$ cat config.mk
export PLATFORM = sky130hd
export DESIGN_NAME = ram_stream_sched_flat
export DESIGN_NICKNAME = d
export VERILOG_FILES = /design/src/rtl/ram_stream_sched_if.sv /design/src/rtl/ram_stream_sched.sv /design/src/flat_wrapper.sv
export SDC_FILE = /design/constraint.sdc
export NUM_CORES = 1
export LEC_CHECK = 0
export CORE_ASPECT_RATIO = 1.4
export CORE_MARGIN = 5
export CORE_UTILIZATION = 54
export DETAILED_ROUTE_END_ITERATION = 12
export PLACE_DENSITY = 0.89
export SLEW_MARGIN = 5
export SYNTH_ARGS = -nofsm -noshare
export SYNTH_HDL_FRONTEND = slang
export SYNTH_SLANG_ARGS = --single-unit
$ cat constraint.sdc
create_clock -name clk -period 5.11 [get_ports clk]
set_clock_uncertainty 0.15 [all_clocks]
set_input_delay 0.7665 -clock clk [delete_from_list [all_inputs] [get_ports clk]]
set_output_delay 0.7665 -clock clk [all_outputs]
set_load 0.05 [all_outputs]
$ cat src/rtl/ram_stream_sched_if.sv
`default_nettype none
// ============================================================================
// Module   : ram_stream_sched_if
// Purpose  : Control, RAM read-port and output-stream bundle for ram_stream_sched
// Revision : 1.0 - initial release
// ============================================================================
interface ram_stream_sched_if #(
   parameter int WIDTH  = 16,
   parameter int ADDR_W = 8
) ();
   logic              start;
   logic [ADDR_W-1:0] base_addr;
   logic [ADDR_W-1:0] len;
   logic              busy;
   logic              done;
   logic [3:0]        ram_en;
   logic [ADDR_W-1:0] ram_addr;
   logic [WIDTH-1:0]  ram_rdata_0;
   logic [WIDTH-1:0]  ram_rdata_1;
   logic [WIDTH-1:0]  ram_rdata_2;
   logic [WIDTH-1:0]  ram_rdata_3;
   logic [WIDTH-1:0]  out_data;
   logic              out_valid;
   logic              out_ready;
   logic [1:0]        out_bank;
   logic              out_last;

   // Scheduler side
   modport slave (
      input  start, base_addr, len,
      input  ram_rdata_0, ram_rdata_1, ram_rdata_2, ram_rdata_3,
      input  out_ready,
      output busy, done, ram_en, ram_addr,
      output out_data, out_valid, out_bank, out_last
   );

   // Controller / RAM / sink side
   modport master (
      output start, base_addr, len,
      output ram_rdata_0, ram_rdata_1, ram_rdata_2, ram_rdata_3,
      output out_ready,
      input  busy, done, ram_en, ram_addr,
      input  out_data, out_valid, out_bank, out_last
   );
endinterface
`default_nettype wire

$ cat src/rtl/ram_stream_sched.sv
`default_nettype none
// ============================================================================
// Module   : ram_stream_sched
// Purpose  : Streams 4-bank RAM operands into a credit-tracked output FIFO
// Revision : 1.0 - initial release
// ============================================================================
module ram_stream_sched #(
   parameter int WIDTH      = 16,
   parameter int ADDR_W     = 8,
   parameter int FIFO_DEPTH = 4
) (
   input  wire logic          clk,
   input  wire logic          rst,
   ram_stream_sched_if.slave  bus
);

   localparam int c_PTR_W = $clog2(FIFO_DEPTH);
   localparam int c_CNT_W = c_PTR_W + 1;
   localparam logic [c_CNT_W:0] c_DEPTH = FIFO_DEPTH[c_CNT_W:0];

   typedef enum logic [1:0] {
      S_IDLE  = 2'd0,
      S_RUN   = 2'd1,
      S_DRAIN = 2'd2,
      S_DONE  = 2'd3
   } state_t;

   state_t              r_state;
   state_t              w_state_nxt;

   logic [ADDR_W-1:0]   r_cur_addr;
   logic [ADDR_W-1:0]   r_left;
   logic [1:0]          r_bank;

   logic                r_pipe_valid;
   logic [1:0]          r_pipe_bank;
   logic                r_pipe_last;

   logic [WIDTH-1:0]    r_mem_data [FIFO_DEPTH];
   logic [1:0]          r_mem_bank [FIFO_DEPTH];
   logic                r_mem_last [FIFO_DEPTH];
   logic [c_PTR_W-1:0]  r_wr_ptr;
   logic [c_PTR_W-1:0]  r_rd_ptr;
   logic [c_CNT_W-1:0]  r_count;

   logic                w_issue;
   logic                w_last_issue;
   logic                w_valid;
   logic                w_pop;
   logic                w_accept;
   logic [WIDTH-1:0]    w_push_data;

   // Credits cover both buffered words and the read still in the return pipe
   assign w_issue      = (r_state == S_RUN) &&
                         (({1'b0, r_count} + {{c_CNT_W{1'b0}}, r_pipe_valid}) < c_DEPTH);
   assign w_last_issue = w_issue && (r_bank == 2'd3) && (r_left == ADDR_W'(1));
   assign w_valid      = (r_count != '0);
   assign w_pop        = w_valid && bus.out_ready;
   assign w_accept     = (r_state == S_IDLE) && bus.start;

   always_comb begin
      w_state_nxt = r_state;
      case (r_state)
         S_IDLE:  if (bus.start) w_state_nxt = (bus.len != '0) ? S_RUN : S_DONE;
         S_RUN:   if (w_last_issue) w_state_nxt = S_DRAIN;
         S_DRAIN: if (w_pop && r_mem_last[r_rd_ptr]) w_state_nxt = S_DONE;
         S_DONE:  w_state_nxt = S_IDLE;
         default: w_state_nxt = S_IDLE;
      endcase
   end

   always_ff @(posedge clk or posedge rst) begin
      if (rst) begin
         r_state <= S_IDLE;
      end else begin
         r_state <= w_state_nxt;
      end
   end

   always_ff @(posedge clk or posedge rst) begin
      if (rst) begin
         r_cur_addr <= '0;
         r_left     <= '0;
         r_bank     <= '0;
      end else if (w_accept) begin
         r_cur_addr <= bus.base_addr;
         r_left     <= bus.len;
         r_bank     <= '0;
      end else if (w_issue) begin
         r_bank <= r_bank + 2'd1;
         if (r_bank == 2'd3) begin
            r_cur_addr <= r_cur_addr + ADDR_W'(1);
            r_left     <= r_left - ADDR_W'(1);
         end
      end
   end

   always_ff @(posedge clk or posedge rst) begin
      if (rst) begin
         r_pipe_valid <= 1'b0;
         r_pipe_bank  <= '0;
         r_pipe_last  <= 1'b0;
      end else begin
         r_pipe_valid <= w_issue;
         r_pipe_bank  <= r_bank;
         r_pipe_last  <= w_last_issue;
      end
   end

   always_comb begin
      w_push_data = bus.ram_rdata_0;
      case (r_pipe_bank)
         2'd1:    w_push_data = bus.ram_rdata_1;
         2'd2:    w_push_data = bus.ram_rdata_2;
         2'd3:    w_push_data = bus.ram_rdata_3;
         default: w_push_data = bus.ram_rdata_0;
      endcase
   end

   // Storage needs no reset: the head is masked whenever the FIFO is empty
   always_ff @(posedge clk) begin
      if (r_pipe_valid) begin
         r_mem_data[r_wr_ptr] <= w_push_data;
         r_mem_bank[r_wr_ptr] <= r_pipe_bank;
         r_mem_last[r_wr_ptr] <= r_pipe_last;
      end
   end

   always_ff @(posedge clk or posedge rst) begin
      if (rst) begin
         r_wr_ptr <= '0;
         r_rd_ptr <= '0;
         r_count  <= '0;
      end else begin
         if (r_pipe_valid) r_wr_ptr <= r_wr_ptr + c_PTR_W'(1);
         if (w_pop)        r_rd_ptr <= r_rd_ptr + c_PTR_W'(1);
         case ({r_pipe_valid, w_pop})
            2'b10:   r_count <= r_count + c_CNT_W'(1);
            2'b01:   r_count <= r_count - c_CNT_W'(1);
            default: r_count <= r_count;
         endcase
      end
   end

   assign bus.busy      = (r_state != S_IDLE);
   assign bus.done      = (r_state == S_DONE);
   assign bus.ram_en    = w_issue ? (4'b0001 << r_bank) : 4'b0000;
   assign bus.ram_addr  = w_issue ? r_cur_addr : '0;
   assign bus.out_valid = w_valid;
   assign bus.out_data  = w_valid ? r_mem_data[r_rd_ptr] : '0;
   assign bus.out_bank  = w_valid ? r_mem_bank[r_rd_ptr] : 2'd0;
   assign bus.out_last  = w_valid ? r_mem_last[r_rd_ptr] : 1'b0;

endmodule
`default_nettype wire

$ cat src/flat_wrapper.sv
// flat-port wrapper written by rule: the top's interface ports become plain ports
module ram_stream_sched_flat 
#(
   parameter int WIDTH      = 16,
   parameter int ADDR_W     = 8,
   parameter int FIFO_DEPTH = 4
)
  (clk, rst, bus_start, bus_base_addr, bus_len, bus_ram_rdata_0, bus_ram_rdata_1, bus_ram_rdata_2, bus_ram_rdata_3, bus_out_ready, bus_busy, bus_done, bus_ram_en, bus_ram_addr, bus_out_data, bus_out_valid, bus_out_bank, bus_out_last);
  ram_stream_sched_if #(.WIDTH(WIDTH), .ADDR_W(ADDR_W)) bus_i ();
  input  wire logic clk;
  input  wire logic rst;
  input wire logic [$bits(bus_i.start)-1:0] bus_start;
  input wire logic [$bits(bus_i.base_addr)-1:0] bus_base_addr;
  input wire logic [$bits(bus_i.len)-1:0] bus_len;
  input wire logic [$bits(bus_i.ram_rdata_0)-1:0] bus_ram_rdata_0;
  input wire logic [$bits(bus_i.ram_rdata_1)-1:0] bus_ram_rdata_1;
  input wire logic [$bits(bus_i.ram_rdata_2)-1:0] bus_ram_rdata_2;
  input wire logic [$bits(bus_i.ram_rdata_3)-1:0] bus_ram_rdata_3;
  input wire logic [$bits(bus_i.out_ready)-1:0] bus_out_ready;
  output wire logic [$bits(bus_i.busy)-1:0] bus_busy;
  output wire logic [$bits(bus_i.done)-1:0] bus_done;
  output wire logic [$bits(bus_i.ram_en)-1:0] bus_ram_en;
  output wire logic [$bits(bus_i.ram_addr)-1:0] bus_ram_addr;
  output wire logic [$bits(bus_i.out_data)-1:0] bus_out_data;
  output wire logic [$bits(bus_i.out_valid)-1:0] bus_out_valid;
  output wire logic [$bits(bus_i.out_bank)-1:0] bus_out_bank;
  output wire logic [$bits(bus_i.out_last)-1:0] bus_out_last;
  assign bus_i.start = bus_start;
  assign bus_i.base_addr = bus_base_addr;
  assign bus_i.len = bus_len;
  assign bus_i.ram_rdata_0 = bus_ram_rdata_0;
  assign bus_i.ram_rdata_1 = bus_ram_rdata_1;
  assign bus_i.ram_rdata_2 = bus_ram_rdata_2;
  assign bus_i.ram_rdata_3 = bus_ram_rdata_3;
  assign bus_i.out_ready = bus_out_ready;
  assign bus_busy = bus_i.busy;
  assign bus_done = bus_i.done;
  assign bus_ram_en = bus_i.ram_en;
  assign bus_ram_addr = bus_i.ram_addr;
  assign bus_out_data = bus_i.out_data;
  assign bus_out_valid = bus_i.out_valid;
  assign bus_out_bank = bus_i.out_bank;
  assign bus_out_last = bus_i.out_last;
  ram_stream_sched #(.WIDTH(WIDTH), .ADDR_W(ADDR_W), .FIFO_DEPTH(FIFO_DEPTH)) u_core (.clk(clk), .rst(rst), .bus(bus_i));
endmodule
==> results of run 1 <==
==> sequential cells by signal, summed over array words and instances, names as in the netlist <==
register and flops:
u_core.r_left 8, u_core.r_wr_ptr 2, u_core.r_pipe_last 1, u_core.r_mem_data 64, u_core.r_pipe_bank 2, u_core.r_bank 2, u_core.r_count 3, u_core.r_rd_ptr 2
u_core.r_state 2, u_core.r_mem_bank 8, u_core.r_mem_last 4, u_core.r_cur_addr 8, u_core.r_pipe_valid 1
==> metal layers <==
metal | share of wire | up-vias | global-route usage | wire length (um)
met2 | 0.55 | 102 | 0.365 | 6090
met1 | 0.36 | 1629 | 0.219 | 4040
li1 | - | 1493 | - | -
met3 | 0.075 | 13 | 0.0679 | 836
met5 | 0 | - | 0 | 0
met4 | 0.017 | 0 | 0.0691 | 192
==> where the power goes <==
part / total (uW) / switching [uW] / internal (uW)
registers: 1420 / 206 / 1220
logic: 1910 / 1110 / 803
clock network: 675 / 295 / 380
total: 4010 / 1610 / 2400
==> worst max-delay path by stage <==
| stage | slack, ns | cells after the start | endpoint | start |
|---|---|---|---|---|
| 3_5_place_dp | 1.56 | 4 | bus_out_last | u_core.r_rd_ptr[0] |
| 6_report | 1.26 | 4 | bus_out_last | u_core.r_rd_ptr[0] |
| 2_1_floorplan | 2.56 | 6 | bus_ram_addr[0] | u_core.r_state[1] |
| 5_1_grt | 1.08 | 4 | bus_out_last | u_core.r_rd_ptr[0] |
| 4_1_cts | 1.19 | 4 | bus_out_last | u_core.r_rd_ptr[0] |
| 3_3_place_gp | 1.63 | 4 | bus_out_last | u_core.r_rd_ptr[0] |
==> metrics by stage <==
stage	hold WS (ns)	util	instances	total power [uW]
floorplan	0.251	-	334	2770
global route	0.311	0.710	562	4220
detailed placement	0.275	0.679	546	3360
global placement	0.269	0.679	546	3280
CTS	0.290	0.710	562	4050
finish	0.301	0.710	562	4010
==> final cells by class <==
class | count | area share
Tap cell | 110 | 0.0207
Clock buffer | 12 | 0.0356
Sequential cell | 107 | 0.461
Inverter | 17 | 0.00961
Multi-Input combinational cell | 192 | 0.286
Timing Repair Buffer | 120 | 0.180
Clock inverter | 4 | 0.00773
==> kinds of logic (layout without fill, tap and decap cells) <==
logic type	after synthesis	count (layout)
muxes	39	39
AOI/OAI and AO/OA	29	29
DFF	107	107
buffers and inverters	35	153
and+or+nand+nor	90	90
xor gates and xnor gates	16	16
adders and majority gates	18	18
==> worst max-delay path, stage by stage (launching register included) <==
cell and delay, ns:
dfrtp_1 0.76, buf_4 0.37, mux4_2 0.54, and2_1 0.18, clkdlybuf4s50_1 0.72
==> Yosys cell counts (2+ instances only) <==
cell type	count
a21oi_1	3
a31oi_1	6
and2_1	26
and3_1	14
buf_2	6
buf_4	2
clkbuf_1	9
dfrtp_1	31
edfxtp_1	76
ha_1	17
inv_1	17
mux2i_1	3
mux4_2	35
nand2_1	15
nand3_1	3
nand4_1	6
nor2_1	10
nor4_1	3
o21ai_0	14
o31ai_1	2
or3_1	5
or4_1	2
xnor2_1	4
xor2_1	12
==> results.py, run 1 <==
metrics = {
    "status": {
        "outcome": "finished, final reports clean",
    },
    "yosys": {
        "synth_edf_count": 76,
        "synth-xor-area-share": 0.0274,
        "synthAdderAreaFrac": 0.0455,
        "yosys_warnings": 0,
        "synth.yosys.seq_area_share": 0.598,
        "synthFlopType": "edfxtp_1",
        "synth_area_um2": 5110,
        "synth_top_area_frac": 0.447,
        "synth_seq_cells": 107,
        "synth_mux_area_frac": 0.162,
        "syn_inst": 334,
        "syn_nets": 436,
        "synth_top_family_by_area": "multiplexers",
        "yosys.area.top_type": "edfxtp_1",
        "synth_area_leaders": "edfxtp_1 45%, mux4_2 15%, dfrtp_1 15%",
        "synth_compound_gate_area_share": 0.0340,
        "synth_cell_types": 37,
        "async_reset_ff_frac": 0.290,
        "synth_simple_gate_area_frac": 0.102,
        "avgSynthCellArea_um2": 15.3,
    },
    "grt": {
        "grt_max_degree": 32,
        "grt_usage": 0.202,
        "antenna_found_initial": 0,
        "grt_pass1_wl_um": 17800,
        "grt_overflow": 0,
        "grt_pass1_vias": 3559,
    },
    "floorplanning": {
        "pin_count": 118,
        "core-area_um2": 9350,
        "die_h_um": 125,
        "core.rowCount": 42,
        "initial_utilization": 0.546,
        "die_w_um": 92.2,
        "die_area_um2": 11500,
    },
    "critical_path": {
        "rr_worst_depth": 8,
        "worst_setup_path_end_kind": "output port",
        "r2r_start": "u_core.r_count[0]",
        "path_class": "reg -> out",
        "reg2reg_slack_ns": 2.58,
        "crit_path_start_kind": "flop",
        "critPathRequiredTime_ns": 4.19,
        "cp_max_fo": 11,
        "r2r-end": "u_core.r_count[2]",
        "arrival_ns": 2.94,
    },
    "clock_network": {
        "cts_buffers": 9,
        "cts-resized-gates": 0,
        "clock_path_buffers": 2,
        "path_clk_slew_ns": 0.07,
        "cts_root_buf": "clkbuf_16",
        "cts_sinks": 107,
        "clock_latency_ns": 0.35,
        "cts_tree": "yes",
        "htree_levels": 3,
        "hold_buffers": 0,
        "cts_setup_buffers": 0,
    },
    "routing": {
        "drt_wl_total_um": 11200,
        "initialDrtViolationCount": 186,
        "postRouteAntennaNets": 0,
        "vias_per_cell": 5.76,
        "first_pass_iters": 4,
        "vias": 3237,
        "drc_errors": 0,
        "post_drt_wl_per_cell_um": 19.9,
    },
    "sta": {
        "min_period_ns": 3.85,
        "rsz0062_at_grt": "false",
        "slew_headroom": 0.303,
        "fin_crit_sh": 0.754,
        "layout_setup_ws_ns": 1.26,
        "tns_ns": 0,
        "finalSetupViolations": 0,
        "fmax_mhz": 260,
        "hold_viol": 0,
        "worstMarginPinSlew_ns": 1.05,
        "drv_slew": 0,
    },
    "hold_path": {
        "hold_path_end": "u_core.r_pipe_bank[1]",
        "whs_path_depth": 0,
        "hold_class": "reg -> reg",
        "min-delay-start": "u_core.r_bank[1]",
    },
    "cells_and_area": {
        "fin_area_um2": 6640,
        "seq_area_um2": 3060,
        "drive_above_1_share": 0.122,
        "multi_input_area_um2": 1900,
        "syn2layout_area_growth_pct": 29.9,
        "layout_commonest_cell": "clkdlybuf4s50_1",
        "diodes": 0,
        "fin_nets": 549,
        "final_cell_mix": "117 x clkdlybuf4s50_1, 76 x edfxtp_1, 35 x mux4_2",
        "fillers": 644,
    },
    "place": {
        "place_congestion": 0.878,
        "placed_cell_area_um2": 6350,
        "io_buffers": 117,
        "place_ws_ns": 1.56,
        "post-dp-hpwl_um": 7840,
    },
    "pwr": {
        "ir_drop_mv": 0.304,
        "leakage_uw": 0.00242,
        "p_per_area_nw_per_um2": 604,
    },
    "run": {
        "drv_cap": 0,
    },
}
Power figures use the tool's default switching activity.
==> run 2, diff against run 1 <==
--- a/config.mk
+++ b/config.mk
@@ -7,9 +7,9 @@
 export LEC_CHECK = 0
 export CORE_ASPECT_RATIO = 1.4
 export CORE_MARGIN = 5
-export CORE_UTILIZATION = 54
+export CORE_UTILIZATION = 45
 export DETAILED_ROUTE_END_ITERATION = 12
-export PLACE_DENSITY = 0.89
+export PLACE_DENSITY = 0.8
 export SLEW_MARGIN = 5
 export SYNTH_ARGS = -nofsm -noshare
 export SYNTH_HDL_FRONTEND = slang
==> constraint.sdc (replaced) <==
create_clock -name clk -period 3.4 [get_ports clk]
set_clock_uncertainty 0.15 [all_clocks]
set_input_delay 0.51 -clock clk [delete_from_list [all_inputs] [get_ports clk]]
set_output_delay 0.51 -clock clk [all_outputs]
set_load 0.05 [all_outputs]
==> run 2 against run 1 <==
Compared with the run above:
- worst hold slack worse by 0.0015 ns
- sequential share of layout area down 0.39 points
- worst setup slack worse by 1.0 ns
- total power up 52%
- register-to-register slack worse by 1.5 ns
==> results.py, run 2 (synthesized netlist as in run 1, its figures left out) <==
metrics = {
    "status": {
        "outcome": "finished, final reports clean",
    },
    "clock_network": {
        "clock_latency_ns": 0.34,
        "htree_levels": 3,
        "cts_buffers": 9,
        "path_clk_slew_ns": 0.07,
        "cts_tree": "yes",
        "clock_path_buffers": 2,
        "hold_buffers": 0,
        "cts_sinks": 107,
        "cts-resized-gates": 0,
        "cts_setup_buffers": 0,
        "cts_root_buf": "clkbuf_16",
    },
    "cells_and_area": {
        "fillers": 872,
        "regMostFlops": "u_core.r_mem_data",
        "largest_reg_flops": 64,
        "layout_commonest_cell": "clkdlybuf4s50_1",
        "fin_nets": 552,
        "diodes": 0,
        "syn2layout_area_growth_pct": 31.0,
        "final_cell_mix": "98 x clkdlybuf4s50_1, 76 x edfxtp_1, 35 x mux4_2",
        "instances_no_fill": 599,
        "drive_above_1_share": 0.176,
    },
    "floorplanning": {
        "die_w_um": 100,
        "die_h_um": 136,
        "core.rowCount": 46,
        "die_area_um2": 13600,
        "initial_utilization": 0.455,
        "core-area_um2": 11200,
        "pin_count": 118,
    },
    "critical_path": {
        "cp_max_fo": 22,
        "rr_worst_depth": 5,
        "r2r-end": "u_core.r_left[4]",
        "arrival_ns": 2.51,
        "r2r_start": "u_core.r_pipe_valid",
        "crit_path_start_kind": "flop",
        "worst_setup_path_end_kind": "output port",
        "reg2reg_slack_ns": 1.08,
        "path_class": "reg -> out",
        "critPathRequiredTime_ns": 2.74,
    },
    "sta": {
        "finalSetupViolations": 0,
        "min_period_ns": 3.17,
        "fin_crit_sh": 0.932,
        "hold_viol": 0,
        "rsz0062_at_grt": "false",
        "drv_slew": 0,
        "slew_headroom": 0.322,
        "worstMarginPinSlew_ns": 1.02,
        "fmax_mhz": 316,
        "hold_slack_ns": 0.300,
        "tns_ns": 0,
    },
    "routing": {
        "drt_wl_total_um": 10800,
        "vias_per_cell": 5.32,
        "initialDrtViolationCount": 121,
        "drc_errors": 0,
        "vias": 3189,
        "post_drt_wl_per_cell_um": 18.0,
        "first_pass_iters": 4,
        "postRouteAntennaNets": 0,
    },
    "hold_path": {
        "min-delay-start": "u_core.r_bank[1]",
        "whs_path_depth": 0,
        "hold_class": "reg -> reg",
        "hold_path_end": "u_core.r_pipe_bank[1]",
    },
    "grt": {
        "grt_pass1_wl_um": 17000,
        "grt_max_degree": 32,
        "antenna_found_initial": 0,
        "grt_usage": 0.162,
        "grt_overflow": 0,
        "grt_pass1_vias": 3335,
    },
    "pwr": {
        "ir_drop_mv": 0.515,
        "p_per_area_nw_per_um2": 909,
        "leakage_uw": 0.00247,
    },
    "run": {
        "drv_cap": 0,
    },
    "place": {
        "post-dp-hpwl_um": 7800,
        "place_congestion": 0.791,
        "io_buffers": 117,
        "placedCellCount": 583,
    },
}
[run 2: cell count changes in the layout (fill, tap and decap cells not counted), sizes merged]
cell           change
buf               +22
clkdlybuf4s50     -19
clkbuf             -3
bufinv             +1
clkinv             +1
inv                +1
[run 2: metrics by stage]
step	util	worst slack, ns	instance area (um2)	power, uW
6_report	0.597	0.233	6700	6080
5_1_grt	0.597	0.102	6700	6410
4_1_cts	0.597	0.211	6700	6150
3_5_place_dp	0.567	0.600	6370	5030
3_3_place_gp	0.567	0.665	6370	4950
2_1_floorplan	-	1.10	5110	4170
[run 2: worst max-delay path by stage]
stage | from | end | slack [ns]
detailed placement | u_core.r_state[1] | bus_ram_en[3] | 0.60
CTS | u_core.r_state[1] | bus_ram_en[3] | 0.21
global placement | u_core.r_state[1] | bus_ram_en[3] | 0.66
floorplan | u_core.r_state[1] | bus_ram_addr[0] | 1.10
global route | u_core.r_state[1] | bus_ram_en[3] | 0.10
finish | u_core.r_state[1] | bus_ram_en[3] | 0.23
[run 2: area by class of cell]
| class | count | area (um2) | share of cell area |
|---|---|---|---|
| sequential | 107 | 3060 | 0.457 |
| inverter | 17 | 63.8 | 0.00953 |
| clock inverter | 7 | 101 | 0.0151 |
| timing repair buffer | 123 | 1170 | 0.175 |
| clock buffer | 9 | 225 | 0.0336 |
| multi-input combinational | 192 | 1900 | 0.283 |
| tap | 144 | 180 | 0.0269 |
[run 2: per-layer routing]
layer,part of all wire,vias to the layer above,global-route usage
met5,0,-,0
met4,0.0092,0,0.0524
met3,0.069,11,0.0385
met2,0.54,108,0.295
met1,0.38,1566,0.186
li1,-,1504,-
[run 2: power breakdown]
| group | internal (uW) | total [uW] | leakage, uW | switching [uW] |
|---|---|---|---|---|
| Combinational | 1170 | 2870 | 0.00125 | 1700 |
| Sequential | 1830 | 2110 | 0.00106 | 279 |
| Clock | 651 | 1110 | 0.000158 | 457 |
[run 2: critical path, cell delays in order (launching register included)]
cell,delay [ns]
dfrtp_1,0.41
inv_1,0.13
ha_1,0.18
and2b_2,0.39
nand3_4,0.16
inv_1,0.09
clkdlybuf4s50_1,0.80
